===== src/rtl/fifo_push_arbiter.sv =====
// Round-robin arbiter sharing the FIFO push port between NUM_REQ producers.
// Each granted word goes through the FIFO push/busy handshake and is then acknowledged.
module fifo_push_arbiter #(
  parameter int NUM_REQ    = 4,
  parameter int DATA_WIDTH = 8,
  parameter int ID_WIDTH   = 2
) (
  input  logic                          clock,
  input  logic                          reset,
  input  logic [NUM_REQ-1:0]            req,
  input  logic [NUM_REQ*DATA_WIDTH-1:0] req_data,
  output logic [NUM_REQ-1:0]            ack,
  output logic [ID_WIDTH-1:0]           grant_id,
  output logic                          active,
  output logic                          fifo_push,
  output logic [DATA_WIDTH-1:0]         fifo_data,
  input  logic                          fifo_busy,
  input  logic                          fifo_full,
  output logic [15:0]                   word_count,
  output logic [7:0]                    retry_count
);

  typedef enum logic [2:0] {
    IDLE,
    ISSUE,
    CONFIRM,
    DRAIN,
    DONE
  } state_t;

  state_t              state;
  logic [ID_WIDTH-1:0] last_ptr;
  logic [ID_WIDTH-1:0] winner;
  logic                found;

  // First requester strictly after the most recently served producer, wrapping.
  always_comb begin
    winner = last_ptr;
    found  = 1'b0;
    for (int k = 1; k <= NUM_REQ; k++) begin
      if (!found && req[ID_WIDTH'((int'(last_ptr) + k) % NUM_REQ)]) begin
        winner = ID_WIDTH'((int'(last_ptr) + k) % NUM_REQ);
        found  = 1'b1;
      end
    end
  end

  always_ff @(posedge clock or posedge reset) begin
    if (reset) begin
      state       <= IDLE;
      fifo_push   <= 1'b0;
      ack         <= '0;
      active      <= 1'b0;
      fifo_data   <= '0;
      grant_id    <= '0;
      last_ptr    <= ID_WIDTH'(NUM_REQ - 1);
      word_count  <= 16'd0;
      retry_count <= 8'd0;
    end else begin
      fifo_push <= 1'b0;
      ack       <= '0;
      case (state)
        IDLE: begin
          if (|req && !fifo_full && !fifo_busy) begin
            state     <= ISSUE;
            fifo_push <= 1'b1;
            active    <= 1'b1;
            grant_id  <= winner;
            fifo_data <= req_data[int'(winner)*DATA_WIDTH +: DATA_WIDTH];
          end
        end
        ISSUE: begin
          state <= CONFIRM;
        end
        // A push the FIFO did not take shows up as busy staying low.
        CONFIRM: begin
          if (fifo_busy) begin
            state <= DRAIN;
          end else begin
            state     <= ISSUE;
            fifo_push <= 1'b1;
            if (retry_count != 8'hFF) begin
              retry_count <= retry_count + 8'd1;
            end
          end
        end
        DRAIN: begin
          if (!fifo_busy) begin
            state <= DONE;
            ack   <= {{(NUM_REQ-1){1'b0}}, 1'b1} << grant_id;
          end
        end
        DONE: begin
          state      <= IDLE;
          active     <= 1'b0;
          word_count <= word_count + 16'd1;
          last_ptr   <= grant_id;
        end
        default: begin
          state  <= IDLE;
          active <= 1'b0;
        end
      endcase
    end
  end

endmodule

===== config.mk =====
export PLATFORM = sky130hd
export DESIGN_NAME = fifo_push_arbiter
export DESIGN_NICKNAME = d
export VERILOG_FILES = /design/src/rtl/fifo_push_arbiter.sv
export SDC_FILE = /design/constraint.sdc
export NUM_CORES = 1
export LEC_CHECK = 0
export BUFFER_PORTS_ARGS = -buffer_cell sky130_fd_sc_hd__buf_2
export CAP_MARGIN = 40
export CORE_ASPECT_RATIO = 1.5
export CORE_MARGIN = 2
export CORE_UTILIZATION = 40
export CTS_CLUSTER_SIZE = 28
export DETAILED_ROUTE_END_ITERATION = 6
export PLACE_DENSITY = 0.73
export RECOVER_POWER = 100
export SETUP_SLACK_MARGIN = 0.15
export SLEW_MARGIN = 15
export SYNTH_ARGS = -nofsm -noshare
export SYNTH_HDL_FRONTEND = slang
export SYNTH_SLANG_ARGS = --single-unit

===== constraint.sdc =====
create_clock -name clock -period 5.75 [get_ports clock]
set_input_delay 1.15 -clock clock [delete_from_list [all_inputs] [get_ports clock]]
set_output_delay 1.15 -clock clock [all_outputs]
set_load 0.01 [all_outputs]

==> out/summary.log, run 1 <==
INFO  layout         final_core_util=0.503
INFO  routing        finalWirelength=4590um
INFO  global_route   grt_first_pass_wirelength=7900um
INFO  power          leakagePower=1.24nW
INFO  logic_synthesis postSynthRegisterBits=45
INFO  hold_path      hold_path.startpoint=word_count[15]$_DFFE_PP0N_
INFO  critical_path  crit_fanout=10
INFO  clock_tree     cts.sinks=45
INFO  clock_tree     cts_tree=yes
INFO  global_route   global_route.overflow_total=0
INFO  layout         nets=325
INFO  sta            transition_time_at_the_pin_with_the_least_slew_margin=1470ps
INFO  run            max_cap_viol_count=1
INFO  global_route   grt_antenna_before_repair=0
INFO  layout         layout.cell_area.non_filler=2700um^2
INFO  hold_path      hold_class=reg2reg
INFO  clock_tree     cts_made_buffers=5
INFO  power          power_switching_share=0.348
INFO  critical_path  critical_path_buf_inv_count=1
INFO  critical_path  rr_endpoint=fifo_data[7]$_DFFE_PP0P_
INFO  power          combinationalPowerShare=0.310
INFO  clock_tree     clockBufferDepth=2
INFO  sta            timing.final.crit_period=3310ps
INFO  floorplanning  core-area=5370um^2
INFO  logic_synthesis post_synth_instance_area=2190um^2
INFO  routing        drt_first_pass_iters=4
INFO  sta            drv_slew=0
INFO  critical_path  reg2reg_depth=5
INFO  power          power=1.12mW
INFO  global_route   grt_util_all_layers=0.165
INFO  critical_path  critical_path.top_delay_family=simple AND/OR/NAND/NOR gates
INFO  routing        wire_per_inst=13.0um
INFO  floorplanning  floorplan.initialDensity=0.408
INFO  critical_path  arr_time_crit_path=3500ps
INFO  critical_path  crit_path_top_delay_cell=nor3_1
INFO  global_route   first_global_vias=1806
INFO  sta            worst_hold_slack=470ps
INFO  critical_path  critical_path_class=in2reg
INFO  routing        drt_iter0_drc=44
INFO  placed_design  io_buffers=79
INFO  routing        drc_errors=0
INFO  logic_synthesis netlist_instances=203
INFO  critical_path  crit_chain=clkbuf_1 -> nor2b_1 -> o21ba_1 -> nor3_1 -> mux2_1 -> o221a_2
INFO  global_route   largest_net_degree_at_the_start_of_global_routing=24
INFO  layout         final.fill_count=534
INFO  clock_tree     clk_transition_reported_paths=90ps
INFO  routing        antenna_left=0
INFO  sta            worst_skew=6.94ps
INFO  power          power.density=414nW/um^2
INFO  hold_path      hold_end=word_count[15]$_DFFE_PP0N_
INFO  floorplanning  floorplan.die_area=6090um^2
INFO  power          p_int=730uW
INFO  critical_path  critPathMaxStageDelay=1190ps
INFO  clock_tree     clock_root_buffer=clkbuf_8
INFO  placed_design  post_dp_cell_area=2660um^2
INFO  power          total_switching_power=389uW
INFO  critical_path  critical_path_start_type=primary input
INFO  logic_synthesis synth_fp_nets=245
INFO  power          seq_power_share=0.437
INFO  clock_tree     post-cts-setup-buffers=0
INFO  logic_synthesis netlist-cell-type-count=45
INFO  critical_path  required_time_of_the_critical_path=5940ps
INFO  logic_synthesis yosysSeqAreaShare=0.516
INFO  sta            finalHoldViolations=0
INFO  sta            grt_setup_unrepaired=false
INFO  clock_tree     worst_skew_late_latency=290ps
INFO  logic_synthesis synthesis.area_per_instance=10.8um^2
INFO  layout         layout-area-overhead-vs-synth=23.4%
INFO  floorplanning  chipWidth=64.4um
INFO  critical_path  r2r_setup_slack=2920ps
INFO  clock_tree     clock_tree.htree_level_count=2
INFO  floorplanning  die-height=94.6um
INFO  sta            report.final.setup_viol=0
INFO  routing        num_vias=1804
INFO  sta            clock.fmax=302MHz
INFO  clock_tree     post_cts_hold_buffer_count=0
INFO  run_status     run_status=finished with violations
INFO  layout         num_antenna_cells=0
INFO  run_status     violated_checks=capacitance limit
INFO  sta            layout_worst_path_cycle_share=0.575
INFO  power          clock_power_share=0.253
INFO  critical_path  worstReg2RegStart=last_ptr[0]$_DFFE_PP1N_
INFO  clock_tree     cts-resized-gates=0
INFO  logic_synthesis yosys_warnings=0
INFO  power          vdd.ir_drop.worst=0.000209V
INFO  routing        vias_per_cell=5.10
INFO  layout         layout-drive-gt1-share=0.183
INFO  critical_path  endpoint_kind=register
INFO  placed_design  routabilityCongestion=0.767
INFO  placed_design  dpl.hpwl=3660um
INFO  sta            totalNegativeSetupSlack=0ps
INFO  floorplanning  num_io_pins=80
INFO  hold_path      hold_depth=1
INFO  sta            slew_headroom=0.0111
INFO  floorplanning  placement_row_count=33
## how the worst max path moves through the flow
stage | from | endpoint | slack [ps] | depth (start not counted)
2_1_floorplan | req[1] | fifo_data[7]$_DFFE_PP0P_ | 3060 | 7
3_3_place_gp | req[1] | fifo_data[7]$_DFFE_PP0P_ | 2840 | 6
3_5_place_dp | req[1] | fifo_data[7]$_DFFE_PP0P_ | 2790 | 6
4_1_cts | req[1] | fifo_data[7]$_DFFE_PP0P_ | 3120 | 6
5_1_grt | req[1] | fifo_data[7]$_DFFE_PP0P_ | 2380 | 6
6_report | req[1] | fifo_data[7]$_DFFE_PP0P_ | 2440 | 6
## metal layers
| metal | up-vias | track usage | part of all wire |
|---|---|---|---|
| li1 | 885 | - | - |
| met1 | 851 | 0.161 | 0.38 |
| met2 | 59 | 0.319 | 0.54 |
| met3 | 9 | 0.0441 | 0.056 |
| met4 | 0 | 0.0727 | 0.022 |
| met5 | - | 0 | 0 |
## area by class of cell
type	instances	area, um^2	share of cell area
repair buffers	80	347	0.128
clock buffers	5	68.8	0.0255
clock inverters	3	68.8	0.0255
flip-flops and latches	45	1130	0.418
multi-input cells	149	993	0.368
inverters	2	7.51	0.00278
well taps	70	87.6	0.0324
## synthesized netlist by cell type (all sizes together)
library cell / count / area (um^2)
o21bai: 1 / 7.51
nand4: 7 / 43.8
a21boi: 1 / 11.3
buf: 3 / 20.0
and4: 1 / 8.76
mux2: 5 / 56.3
nand3: 2 / 10.0
and3: 5 / 31.3
or3: 1 / 6.26
nor2b: 2 / 12.5
xnor2: 14 / 123
nand2b: 3 / 18.8
dfrtp: 43 / 1080
nor3b: 3 / 27.5
mux2i: 7 / 70.1
o21ba: 1 / 10.0
o221a: 1 / 11.3
clkbuf: 4 / 15.0
nand2: 24 / 90.1
xor2: 8 / 70.1
dfstp: 2 / 52.6
a21oi: 4 / 20.0
or4b: 1 / 10.0
a211oi: 7 / 52.6
and3b: 2 / 17.5
ha: 2 / 25.0
o21ai: 3 / 15.0
nor3: 12 / 71.3
nand3b: 1 / 7.51
a31oi: 1 / 6.26
nor2: 17 / 63.8
nor4bb: 1 / 10.0
a41oi: 1 / 16.3
a2111o: 1 / 11.3
a2111oi: 7 / 61.3
nor4: 1 / 6.26
and2: 1 / 6.26
or3b: 1 / 8.76
inv: 2 / 7.51
## registers in the layout, summed over array words and instances, names as in the netlist
signal	cells
fifo_data	8
last_ptr	2
fifo_push	1
state	3
retry_count	8
active	1
ack	4
grant_id	2
word_count	16
## power groups by stage
stage / Combinational (mW) / Clock (mW) / Sequential (mW)
CTS: 0.380 / 0.294 / 0.488
floorplan: 0.230 / 0 / 0.511
global placement: 0.367 / 0 / 0.492
global route: 0.388 / 0.307 / 0.502
finish: 0.346 / 0.284 / 0.489
detailed placement: 0.380 / 0 / 0.493
## placed cells by master, fill, tap and decap left out, drive strengths merged
cell type	synthesis	layout
and3	5	5
a21oi	4	4
buf	3	37
mux2i	7	7
nor2b	2	2
or4b	1	1
a211oi	7	7
nor2	17	17
and4	1	1
xor2	8	8
dfrtp	43	43
nor3	12	12
o21ba	1	1
mux2	5	5
o21bai	1	1
a31oi	1	1
ha	2	2
inv	2	3
or3	1	1
nor4bb	1	1
nand4	7	7
nand3b	1	1
dfstp	2	2
nand2b	3	3
nor3b	3	3
or3b	1	1
and3b	2	2
nand3	2	2
xnor2	14	14
bufinv	0	2
clkbuf	4	48
nand2	24	24
and2	1	1
a21boi	1	1
a41oi	1	1
a2111o	1	1
a2111oi	7	7
o21ai	3	3
nor4	1	1
o221a	1	1
## per-stage QoR
stage          setup slack [ps]  instances
2_1_floorplan              3060        203
3_3_place_gp               2840        345
3_5_place_dp               2790        346
4_1_cts                    3120        354
5_1_grt                    2380        354
6_report                   2440        354
## cell families after synthesis
| group | Yosys count | share of synthesized area |
|---|---|---|
| adders and majority gates | 2 | 0.0114 |
| DFF | 45 | 0.516 |
| AOI/OAI and AO/OA | 28 | 0.102 |
| muxes | 12 | 0.0577 |
| xor gates and xnor gates | 22 | 0.0881 |
| and+or+nand+nor | 85 | 0.206 |
| buffers and inverters | 9 | 0.0194 |
## worst reg2reg max path, stage by stage, from the launching register on
cell     delay, ps
dfstp_2        570
nor2b_1         60
o21ba_1        290
nor3_1        1190
mux2_1         400
o221a_2        220
Note: power is estimated with default switching activity, not from simulation.
==> run 2: changes to the inputs <==
==> constraint.sdc (replaced) <==
create_clock -name clock -period 3.3 [get_ports clock]
set_input_delay 0.66 -clock clock [delete_from_list [all_inputs] [get_ports clock]]
set_output_delay 0.66 -clock clock [all_outputs]
set_load 0.01 [all_outputs]
==> run 2 against run 1 <==
  * The run now ends clean
  * Die area unchanged
  * Combinational power is 76% higher
  * Global-route usage shrank 0.26 points
  * Via count increased by 0.17%
  * Worst setup slack lost 1400 ps
  * Largest cell class unchanged
  * Largest power group unchanged
  * Highest routed layer unchanged
==> out/summary.log, run 2 (same netlist as run 1, synthesis figures left out) <==
INFO  run_status     run_status=complete, no violations [was finished with violations]
INFO  placed_design  dpl.hpwl=3630um [was 3660 um]
INFO  layout         most-common-layout-cells=43 x dfrtp_1, 43 x clkbuf_1, 38 x buf_2 [was 43 x dfrtp_1, 43 x clkbuf_1, 37 x buf_2]
INFO  clock_tree     cts-resized-gates=0 [unchanged]
INFO  layout         num_antenna_cells=0 [unchanged]
INFO  critical_path  crit_fanout=8 [was 10]
INFO  power          total_switching_power=665uW [was 389 uW]
INFO  clock_tree     cts.sinks=45 [unchanged]
INFO  placed_design  place_inst=346 [unchanged]
INFO  clock_tree     clockBufferDepth=2 [unchanged]
INFO  layout         layout_top_registers=word_count x16, fifo_data x8, retry_count x8 [unchanged]
INFO  routing        vias_per_cell=5.10 [about the same]
INFO  critical_path  critPathMaxStageDelay=710ps [was 1190 ps]
INFO  floorplanning  num_io_pins=80 [unchanged]
INFO  critical_path  worst_path_most_repeated_cell=nand4_1
INFO  global_route   first_global_vias=1810 [was 1806]
INFO  clock_tree     worst_skew_late_latency=280ps [was 290 ps]
INFO  floorplanning  floorplan.die_area=6090um^2 [unchanged]
INFO  layout         layout-area-overhead-vs-synth=23.0% [was 23.4%]
INFO  power          clock_power_share=0.224 [was 0.253]
INFO  layout         regMostFlops=word_count [unchanged]
INFO  clock_tree     clk_transition_reported_paths=80ps [was 90 ps]
INFO  critical_path  r2r_setup_slack=1000ps [was 2920 ps]
INFO  placed_design  post_dp_cell_area=2660um^2 [unchanged]
INFO  power          leakagePower=1.23nW [was 1.24 nW]
INFO  global_route   grt_first_pass_wirelength=7900um [unchanged]
INFO  sta            totalNegativeSetupSlack=0ps [unchanged]
INFO  sta            finalHoldViolations=0 [unchanged]
INFO  sta            grt_setup_unrepaired=false [unchanged]
INFO  floorplanning  floorplan.initialDensity=0.408 [unchanged]
INFO  sta            report.final.setup_viol=0 [unchanged]
INFO  power          power.density=698nW/um^2 [was 414 nW/um^2]
INFO  global_route   grt_antenna_before_repair=0 [unchanged]
INFO  critical_path  crit_path_top_delay_cell=nor3b_1 [was nor3_1]
INFO  routing        wire_per_inst=12.9um [was 13.0 um]
INFO  floorplanning  chipWidth=64.4um [unchanged]
INFO  power          seq_power_share=0.453 [was 0.437]
INFO  sta            worst_skew=2.49ps [was 6.94 ps]
INFO  layout         layout.cell_area.non_filler=2690um^2 [was 2700 um^2]
INFO  placed_design  io_buffers=79 [unchanged]
INFO  floorplanning  die-height=94.6um [unchanged]
INFO  sta            layout_worst_path_cycle_share=0.697
INFO  placed_design  routabilityCongestion=0.765 [was 0.767]
INFO  critical_path  required_time_of_the_critical_path=3480ps [was 5940 ps]
INFO  clock_tree     cts_tree=yes [unchanged]
INFO  layout         final_core_util=0.502 [was 0.503]
INFO  routing        finalWirelength=4560um [was 4590 um]
INFO  sta            drv_slew=0 [unchanged]
INFO  routing        drt_first_pass_iters=4 [unchanged]
INFO  global_route   global_route.overflow_total=0 [unchanged]
INFO  sta            transition_time_at_the_pin_with_the_least_slew_margin=1240ps [was 1470 ps]
INFO  routing        num_vias=1807 [was 1804]
INFO  sta            slew_headroom=0.176 [was 0.0111]
INFO  hold_path      hold_class=reg2reg [unchanged]
INFO  sta            timing.final.crit_period=2300ps
INFO  critical_path  critical_path_class=reg2reg [was in2reg]
INFO  floorplanning  core-area=5370um^2 [unchanged]
INFO  run            max_cap_viol_count=0 [was 1]
INFO  layout         stdcell_count=354 [unchanged]
INFO  layout         layout-drive-gt1-share=0.183 [unchanged]
INFO  layout         largest_register_ffs=16 [unchanged]
INFO  critical_path  endpoint_kind=register [unchanged]
INFO  routing        drc_errors=0 [unchanged]
INFO  clock_tree     clock_root_buffer=clkbuf_8 [unchanged]
INFO  routing        antenna_left=0 [unchanged]
INFO  clock_tree     clock_tree.htree_level_count=2 [unchanged]
INFO  critical_path  critical_path.top_delay_family=simple AND/OR/NAND/NOR gates [unchanged]
INFO  layout         nets=325 [unchanged]
INFO  routing        drt_iter0_drc=48 [was 44]
INFO  critical_path  critical_path_start_type=register [was primary input]
INFO  floorplanning  placement_row_count=33 [unchanged]
INFO  critical_path  crit_chain=nor3b_1 -> nand4_1 -> nor3_1 -> nand4_1 -> xnor2_1 [was clkbuf_1 -> nor2b_1 -> o21ba_1 -> nor3_1 -> mux2_1 -> o221a_2]
INFO  global_route   largest_net_degree_at_the_start_of_global_routing=24 [unchanged]
INFO  power          power_switching_share=0.354 [was 0.348]
INFO  critical_path  arr_time_crit_path=2480ps [was 3500 ps]
INFO  power          vdd.ir_drop.worst=0.000353V [was 0.000209 V]
INFO  power          p_int=1.22mW [was 730 uW]
INFO  clock_tree     post_cts_hold_buffer_count=0 [unchanged]
INFO  clock_tree     post-cts-setup-buffers=0 [unchanged]
INFO  power          combinationalPowerShare=0.323 [was 0.310]
INFO  clock_tree     cts_made_buffers=5 [unchanged]
INFO  critical_path  critical_path_buf_inv_count=0 [was 1]
INFO  sta            clock.fmax=435MHz
INFO  global_route   grt_util_all_layers=0.162 [was 0.165]
run 2: final timing paths:
| kind | cells after the start | startpoint | to |
|---|---|---|---|
| worst max-delay path | 5 | state[2]$_DFFE_PP0P_ | word_count[15]$_DFFE_PP0N_ |
| worst min-delay path | 1 | word_count[15]$_DFFE_PP0N_ | word_count[15]$_DFFE_PP0N_ |
| worst max register to register | 5 | state[2]$_DFFE_PP0P_ | word_count[15]$_DFFE_PP0N_ |
| worst min register to register | 1 | word_count[15]$_DFFE_PP0N_ | word_count[15]$_DFFE_PP0N_ |
| max in group asynchronous | 3 | reset | ack[0]$_DFF_PP0_ |
| min in group asynchronous | 2 | reset | retry_count[4]$_DFFE_PP0P_ |
run 2: layout make-up:
type,instances,area [um^2]
sequential,45,1130
clock inverter,1,30.0
multi-input combinational,149,1000
tap,70,87.6
clock buffer,7,86.3
timing repair buffer,80,348
inverter,2,7.51
fill,555,2680
run 2: layer usage:
| metal | vias up | part of all wire | track usage |
|---|---|---|---|
| met3 | 5 | 0.056 | 0.0429 |
| met4 | 0 | 0.012 | 0.0479 |
| met2 | 59 | 0.54 | 0.311 |
| met1 | 853 | 0.39 | 0.172 |
| met5 | - | 0 | 0 |
| li1 | 890 | - | - |
run 2: metrics by stage:
stage               power [mW]  setup slack, ps  hold WS [ps]
floorplan                 1.29             1100           484
global placement          1.50              877           461
detailed placement        1.52              825           461
CTS                       1.95             1130           410
global route              2.02              664           485
finish                    1.88              999           471
run 2: power groups by stage:
| stage | sequential [mW] | combinational, mW | clock (mW) |
|---|---|---|---|
| 6_report | 0.852 | 0.608 | 0.422 |
| 5_1_grt | 0.878 | 0.686 | 0.460 |
| 4_1_cts | 0.852 | 0.660 | 0.437 |
| 3_5_place_dp | 0.859 | 0.662 | 0 |
| 3_3_place_gp | 0.857 | 0.640 | 0 |
| 2_1_floorplan | 0.891 | 0.401 | 0 |
